### config.mk
export PLATFORM = sky130hd
export DESIGN_NAME = jt5205_adpcm_dec
export DESIGN_NICKNAME = d
export VERILOG_FILES = /design/src/rtl/jt5205_adpcm_dec.sv
export SDC_FILE = /design/constraint.sdc
export NUM_CORES = 1
export LEC_CHECK = 0
export ABC_AREA = 1
export BUFFER_PORTS_ARGS = -buffer_cell sky130_fd_sc_hd__buf_2
export CORE_ASPECT_RATIO = 0.75
export CORE_MARGIN = 2
export CORE_UTILIZATION = 52
export DETAILED_ROUTE_END_ITERATION = 16
export PLACE_DENSITY = 0.69
export SETUP_SLACK_MARGIN = 0.02
export SLEW_MARGIN = 20
export SYNTH_ARGS = -nofsm -noshare
export SYNTH_HDL_FRONTEND = slang
export SYNTH_SLANG_ARGS = --single-unit
### constraint.sdc
create_clock -name clk -period 6.1 [get_ports clk]
set_clock_uncertainty 0.05 [all_clocks]
set_input_delay 1.22 -clock clk [delete_from_list [all_inputs] [get_ports clk]]
set_output_delay 1.22 -clock clk [all_outputs]
set_load 0.03 [all_outputs]
### src/rtl/jt5205_adpcm_dec.sv
// JT5205 ADPCM decode stage: per cen_lo strobe, one nibble updates the
// 12-bit signed output through the MSM5205 step-size/index algorithm.
module jt5205_adpcm_dec #(
    parameter int SW = 12
) (
    input  logic          clk,
    input  logic          rst_n,
    input  logic          cen_lo,
    input  logic          chip_rst,
    input  logic [3:0]    din,
    output logic [SW-1:0] sound,
    output logic          snd_vld,
    output logic          overrun
);

    logic [5:0]         idx_q, idx_d;
    logic signed [11:0] sig_q, sig_d;
    logic               st1_q, st1_d;
    logic [3:0]         nib_q, nib_d;
    logic [10:0]        step_q, step_d;
    logic               snd_vld_q, snd_vld_d;
    logic               overrun_q, overrun_d;

    logic [11:0]        delta;
    logic signed [13:0] sum;
    logic signed [11:0] sig_sat;
    logic signed [7:0]  idx_adj;
    logic signed [7:0]  idx_sum;
    logic [5:0]         idx_sat;

    function automatic logic [10:0] step_lut(input logic [5:0] i);
        logic [10:0] s;
        unique case (i)
            6'd0:  s = 11'd16;
            6'd1:  s = 11'd17;
            6'd2:  s = 11'd19;
            6'd3:  s = 11'd21;
            6'd4:  s = 11'd23;
            6'd5:  s = 11'd25;
            6'd6:  s = 11'd28;
            6'd7:  s = 11'd31;
            6'd8:  s = 11'd34;
            6'd9:  s = 11'd37;
            6'd10: s = 11'd41;
            6'd11: s = 11'd45;
            6'd12: s = 11'd50;
            6'd13: s = 11'd55;
            6'd14: s = 11'd60;
            6'd15: s = 11'd66;
            6'd16: s = 11'd73;
            6'd17: s = 11'd80;
            6'd18: s = 11'd88;
            6'd19: s = 11'd97;
            6'd20: s = 11'd107;
            6'd21: s = 11'd118;
            6'd22: s = 11'd130;
            6'd23: s = 11'd143;
            6'd24: s = 11'd157;
            6'd25: s = 11'd173;
            6'd26: s = 11'd190;
            6'd27: s = 11'd209;
            6'd28: s = 11'd230;
            6'd29: s = 11'd253;
            6'd30: s = 11'd279;
            6'd31: s = 11'd307;
            6'd32: s = 11'd337;
            6'd33: s = 11'd371;
            6'd34: s = 11'd408;
            6'd35: s = 11'd449;
            6'd36: s = 11'd494;
            6'd37: s = 11'd544;
            6'd38: s = 11'd598;
            6'd39: s = 11'd658;
            6'd40: s = 11'd724;
            6'd41: s = 11'd796;
            6'd42: s = 11'd876;
            6'd43: s = 11'd963;
            6'd44: s = 11'd1060;
            6'd45: s = 11'd1166;
            6'd46: s = 11'd1282;
            6'd47: s = 11'd1411;
            default: s = 11'd1552;
        endcase
        return s;
    endfunction

    always_comb begin
        delta = {4'd0, step_q[10:3]};
        if (nib_q[2]) delta = delta + {1'b0, step_q};
        if (nib_q[1]) delta = delta + {2'd0, step_q[10:1]};
        if (nib_q[0]) delta = delta + {3'd0, step_q[10:2]};
    end

    // Two guard bits: -2048 minus a full-scale delta must not wrap.
    always_comb begin
        if (nib_q[3]) sum = {{2{sig_q[11]}}, sig_q} - $signed({2'd0, delta});
        else          sum = {{2{sig_q[11]}}, sig_q} + $signed({2'd0, delta});
        if (sum > 14'sd2047)        sig_sat = 12'sh7FF;
        else if (sum < -14'sd2048)  sig_sat = 12'sh800;
        else                        sig_sat = sum[11:0];
    end

    always_comb begin
        unique case (nib_q[2:0])
            3'd4:    idx_adj = 8'sd2;
            3'd5:    idx_adj = 8'sd4;
            3'd6:    idx_adj = 8'sd6;
            3'd7:    idx_adj = 8'sd8;
            default: idx_adj = -8'sd1;
        endcase
        idx_sum = $signed({2'd0, idx_q}) + idx_adj;
        if (idx_sum < 8'sd0)       idx_sat = 6'd0;
        else if (idx_sum > 8'sd48) idx_sat = 6'd48;
        else                       idx_sat = idx_sum[5:0];
    end

    always_comb begin
        idx_d     = idx_q;
        sig_d     = sig_q;
        st1_d     = st1_q;
        nib_d     = nib_q;
        step_d    = step_q;
        snd_vld_d = 1'b0;
        overrun_d = 1'b0;
        if (chip_rst) begin
            idx_d = 6'd0;
            sig_d = 12'sd0;
            st1_d = 1'b0;
        end else if (st1_q) begin
            sig_d     = sig_sat;
            idx_d     = idx_sat;
            st1_d     = 1'b0;
            snd_vld_d = 1'b1;
            overrun_d = cen_lo;
        end else if (cen_lo) begin
            nib_d  = din;
            step_d = step_lut(idx_q);
            st1_d  = 1'b1;
        end
    end

    always_ff @(posedge clk or negedge rst_n) begin
        if (!rst_n) begin
            idx_q     <= 6'd0;
            sig_q     <= 12'sd0;
            st1_q     <= 1'b0;
            nib_q     <= 4'd0;
            step_q    <= 11'd0;
            snd_vld_q <= 1'b0;
            overrun_q <= 1'b0;
        end else begin
            idx_q     <= idx_d;
            sig_q     <= sig_d;
            st1_q     <= st1_d;
            nib_q     <= nib_d;
            step_q    <= step_d;
            snd_vld_q <= snd_vld_d;
            overrun_q <= overrun_d;
        end
    end

    assign sound   = sig_q;
    assign snd_vld = snd_vld_q;
    assign overrun = overrun_q;

endmodule

==> results_dict.tcl <==
set metrics [dict create \
    antenna_found_initial 0 \
    hold_end "sound[0]" \
    die_x_um 120 \
    antenna_left 0 \
    clock_latency_ns 0.28 \
    critPathRequiredTime_ns 6.21 \
    grt_setup_unrepaired "true" \
    critPathMaxFanout 7 \
    synthFlopType "dfrtp_1" \
    hold_depth 2 \
    avgSynthCellArea_um2 6.38 \
    syn_area_mm2 0.00522 \
    finalSetupViolations 0 \
    finalWeightedCongestion 0.974 \
    core_area_mm2 0.00970 \
    synthCells 818 \
    area_delta_synth_final_pct 22.5 \
    worstRegToRegCells 40 \
    track_usage_pct 29.2 \
    power_density_mw_per_mm2 476 \
    timing.rr.start "step_q[3]" \
    std_cell_rows 31 \
    maxCapViolCount 0 \
    synthDistinctLibCells 47 \
    regToRegSetupSlack_ns 0.22 \
    hold_viol_final 0 \
    die_h_um 90.8 \
    diodes 0 \
    grt_pass1_vias 5386 \
    hold_path_startpoint "sound[0]" \
    worst-setup-path-type "register to register" \
    drc 0 \
    cp_slowest_cell "dfrtp_1" \
    multiInputGateArea_mm2 0.00432 \
    synth_seq_area_share_pct 17.3 \
    synth_warnings 0 \
    slowest_delay_ns 0.41 \
    synth_edf_count 0 \
    synth-seq-cells 36 \
    min_period_ns 5.88 \
    clock_sinks 36 \
    drive_gt1_share_pct 24.9 \
    min_path_type "register to register" \
    cts_tree "done" \
    critPathMostFrequentCell "nand2_1" \
    clockBufferDepth 2 \
    routed_wl_um 16400 \
    crit_path_end_kind "register" \
    relSlewSlack_pct 42.8 \
    wl_per_cell_um 16.4 \
    hpwl_um 11900 \
    fin_nets 933 \
    fin_crit_sh_pct 96.4 \
    clk_pin_slew_ns 0.05 \
    synthArstFlopShare_pct 100 \
    start_util_pct 53.8 \
    r2r_end "sound[6]" \
    placedCellCount 970 \
    cp-start-kind "register" \
    timing_worst_slew_pin_value_ns 0.857 \
    vias_per_cell 5.73 \
    fmax_mhz 170 \
    total_power_uw 3040 \
    fill_cells 886 \
    grt_pass1_wl_um 26000 \
    io_buffer_count 21 \
    cts_made_buffers 5 \
    cts_htree_levels 2 \
    synth_fp_nets 885 \
    drv_slew 0 \
    status "complete, no violations" \
    ios 22 \
    regArea_um2 902 \
    grt_start_max_net_pins 37 \
    first_pass_iters 5 \
    cp.arrival_ns 5.99 \
    grt_overflow 0 \
    root_buffer "clkbuf_16" \
    layout.cells.non_filler 998 \
    die_area_mm2 0.0109 \
    initialDrtViolationCount 538 \
    p_leak_uw 0.00327 \
    vdd_ir_drop_max_mv 0.392 \
    via_count 5716 \
]
[kinds of logic (layout without fill, tap and decap cells)]
family,Yosys count,in the layout,share of synthesized area [%]
AOI/OAI and AO/OA,127,127,14.4
xor gates and xnor gates,34,34,5.70
buffers and inverters,140,188,10.3
and+or+nand+nor,421,421,37.3
muxes,1,1,0.216
adders and majority gates,59,59,14.9
DFF,36,36,17.3
[final cells by class]
cell class / instances / area share (%)
clock buffers: 7 / 2.39
inverters: 122 / 7.16
multi-input cells: 642 / 67.6
flip-flops and latches: 36 / 14.1
well taps: 132 / 2.58
repair buffers: 59 / 6.16
[repair_timing]
action	CTS	global route
resized for setup	11	105
endpoints found under the setup margin	12	12
hold buffers	0	0
pin swaps	2	44
buffers inserted	2	19
[sequential cells by signal, indices dropped and copies added, names as in the netlist]
name     cells
idx_q        6
nib_q        4
overrun      1
st1_q        1
sound       12
snd_vld      1
step_q      11
[worst max-delay path, delay by kind of cell, from the launching register on]
| family | cells | cell delay (ns) |
|---|---|---|
| simple gates | 22 | 2.60 |
| fa+ha+maj | 4 | 1.03 |
| compound gates | 6 | 0.89 |
| flops | 1 | 0.41 |
| buf+inv | 6 | 0.41 |
| xor+xnor | 2 | 0.32 |
[cells in the mapped netlist (9+ instances only)]
cell / count / area, µm²
inv_1: 115 / 432
nand3_1: 69 / 345
dfrtp_1: 36 / 901
nand3_2: 12 / 120
nand2_1: 226 / 848
nand2_2: 17 / 106
o21ai_0: 39 / 195
nand4_1: 9 / 56.3
xnor2_1: 9 / 78.8
xor2_1: 25 / 219
a21oi_1: 44 / 220
clkbuf_1: 14 / 52.6
nor2_1: 53 / 199
ha_1: 54 / 676
nand3b_1: 11 / 82.6
[through the flow]
stage / instance area (µm²) / hold slack, ns / TNS (ns) / worst slack, ns / util, %
6_report: 6390 / 0.457 / 0 / 0.220 / 65.9
5_1_grt: 6390 / 0.516 / -1.19 / -0.125 / 65.9
4_1_cts: 5770 / 0.464 / 0 / 0.0408 / 59.5
3_5_place_dp: 5540 / 0.451 / -1.73 / -0.185 / 57.1
3_3_place_gp: 5540 / 0.442 / 0 / 0.0390 / 57.1
2_1_floorplan: 5220 / 0.426 / 0 / 0.490 / -
[worst max-delay path by stage]
stage,start,slack [ns],cells past startpoint,end
after floorplan,step_q[3],0.49,44,sound[2]
after global placement,step_q[0],0.04,41,sound[4]
after detailed placement,step_q[3],-0.19,44,sound[1]
after CTS,step_q[3],0.04,44,sound[4]
after global routing,step_q[3],-0.12,46,sound[4]
final,step_q[3],0.22,40,sound[6]
[power by group]
part / internal (µW) / leakage [µW] / switching, µW
combinational: 1010 / 0.00273 / 1400
sequential: 288 / 0.000468 / 81.9
clock: 171 / 0.0000760 / 96.7
total: 1470 / 0.00327 / 1580
[cell usage in the layout (no fill, tap or decap), types with 4 or more instances in the layout]
cell       synthesis  routed
nand2_1          226     200
inv_1            115     107
nand3_1           69      59
nor2_1            53      48
a21oi_1           44      40
nand2_2           17      39
o21ai_0           39      37
buf_4              0      37
dfrtp_1           36      35
ha_1              54      34
nand3_2           12      22
xor2_1            25      21
buf_2              3      21
ha_4               0      19
inv_2              5      13
nand3b_1          11      11
nand4_1            9       9
xnor2_1            9       9
nor2_2             3       7
o21ai_2            0       6
o22ai_1            6       6
o211ai_1           5       5
clkbuf_16          0       5
nand2_4            0       4
a21oi_2            1       4
xor2_2             0       4
nor3_2             0       4
or2_2              5       4
[layer usage]
layer / vias to the layer above / track usage (%) / part of all wire [%]
li1: 2757 / - / -
met3: 34 / 3.22 / 5.5
met4: 0 / 6.86 / 2.4
met2: 205 / 47.0 / 45
met1: 2720 / 41.9 / 47
met5: - / 0 / 0
Note: power is estimated with default switching activity, not from simulation.
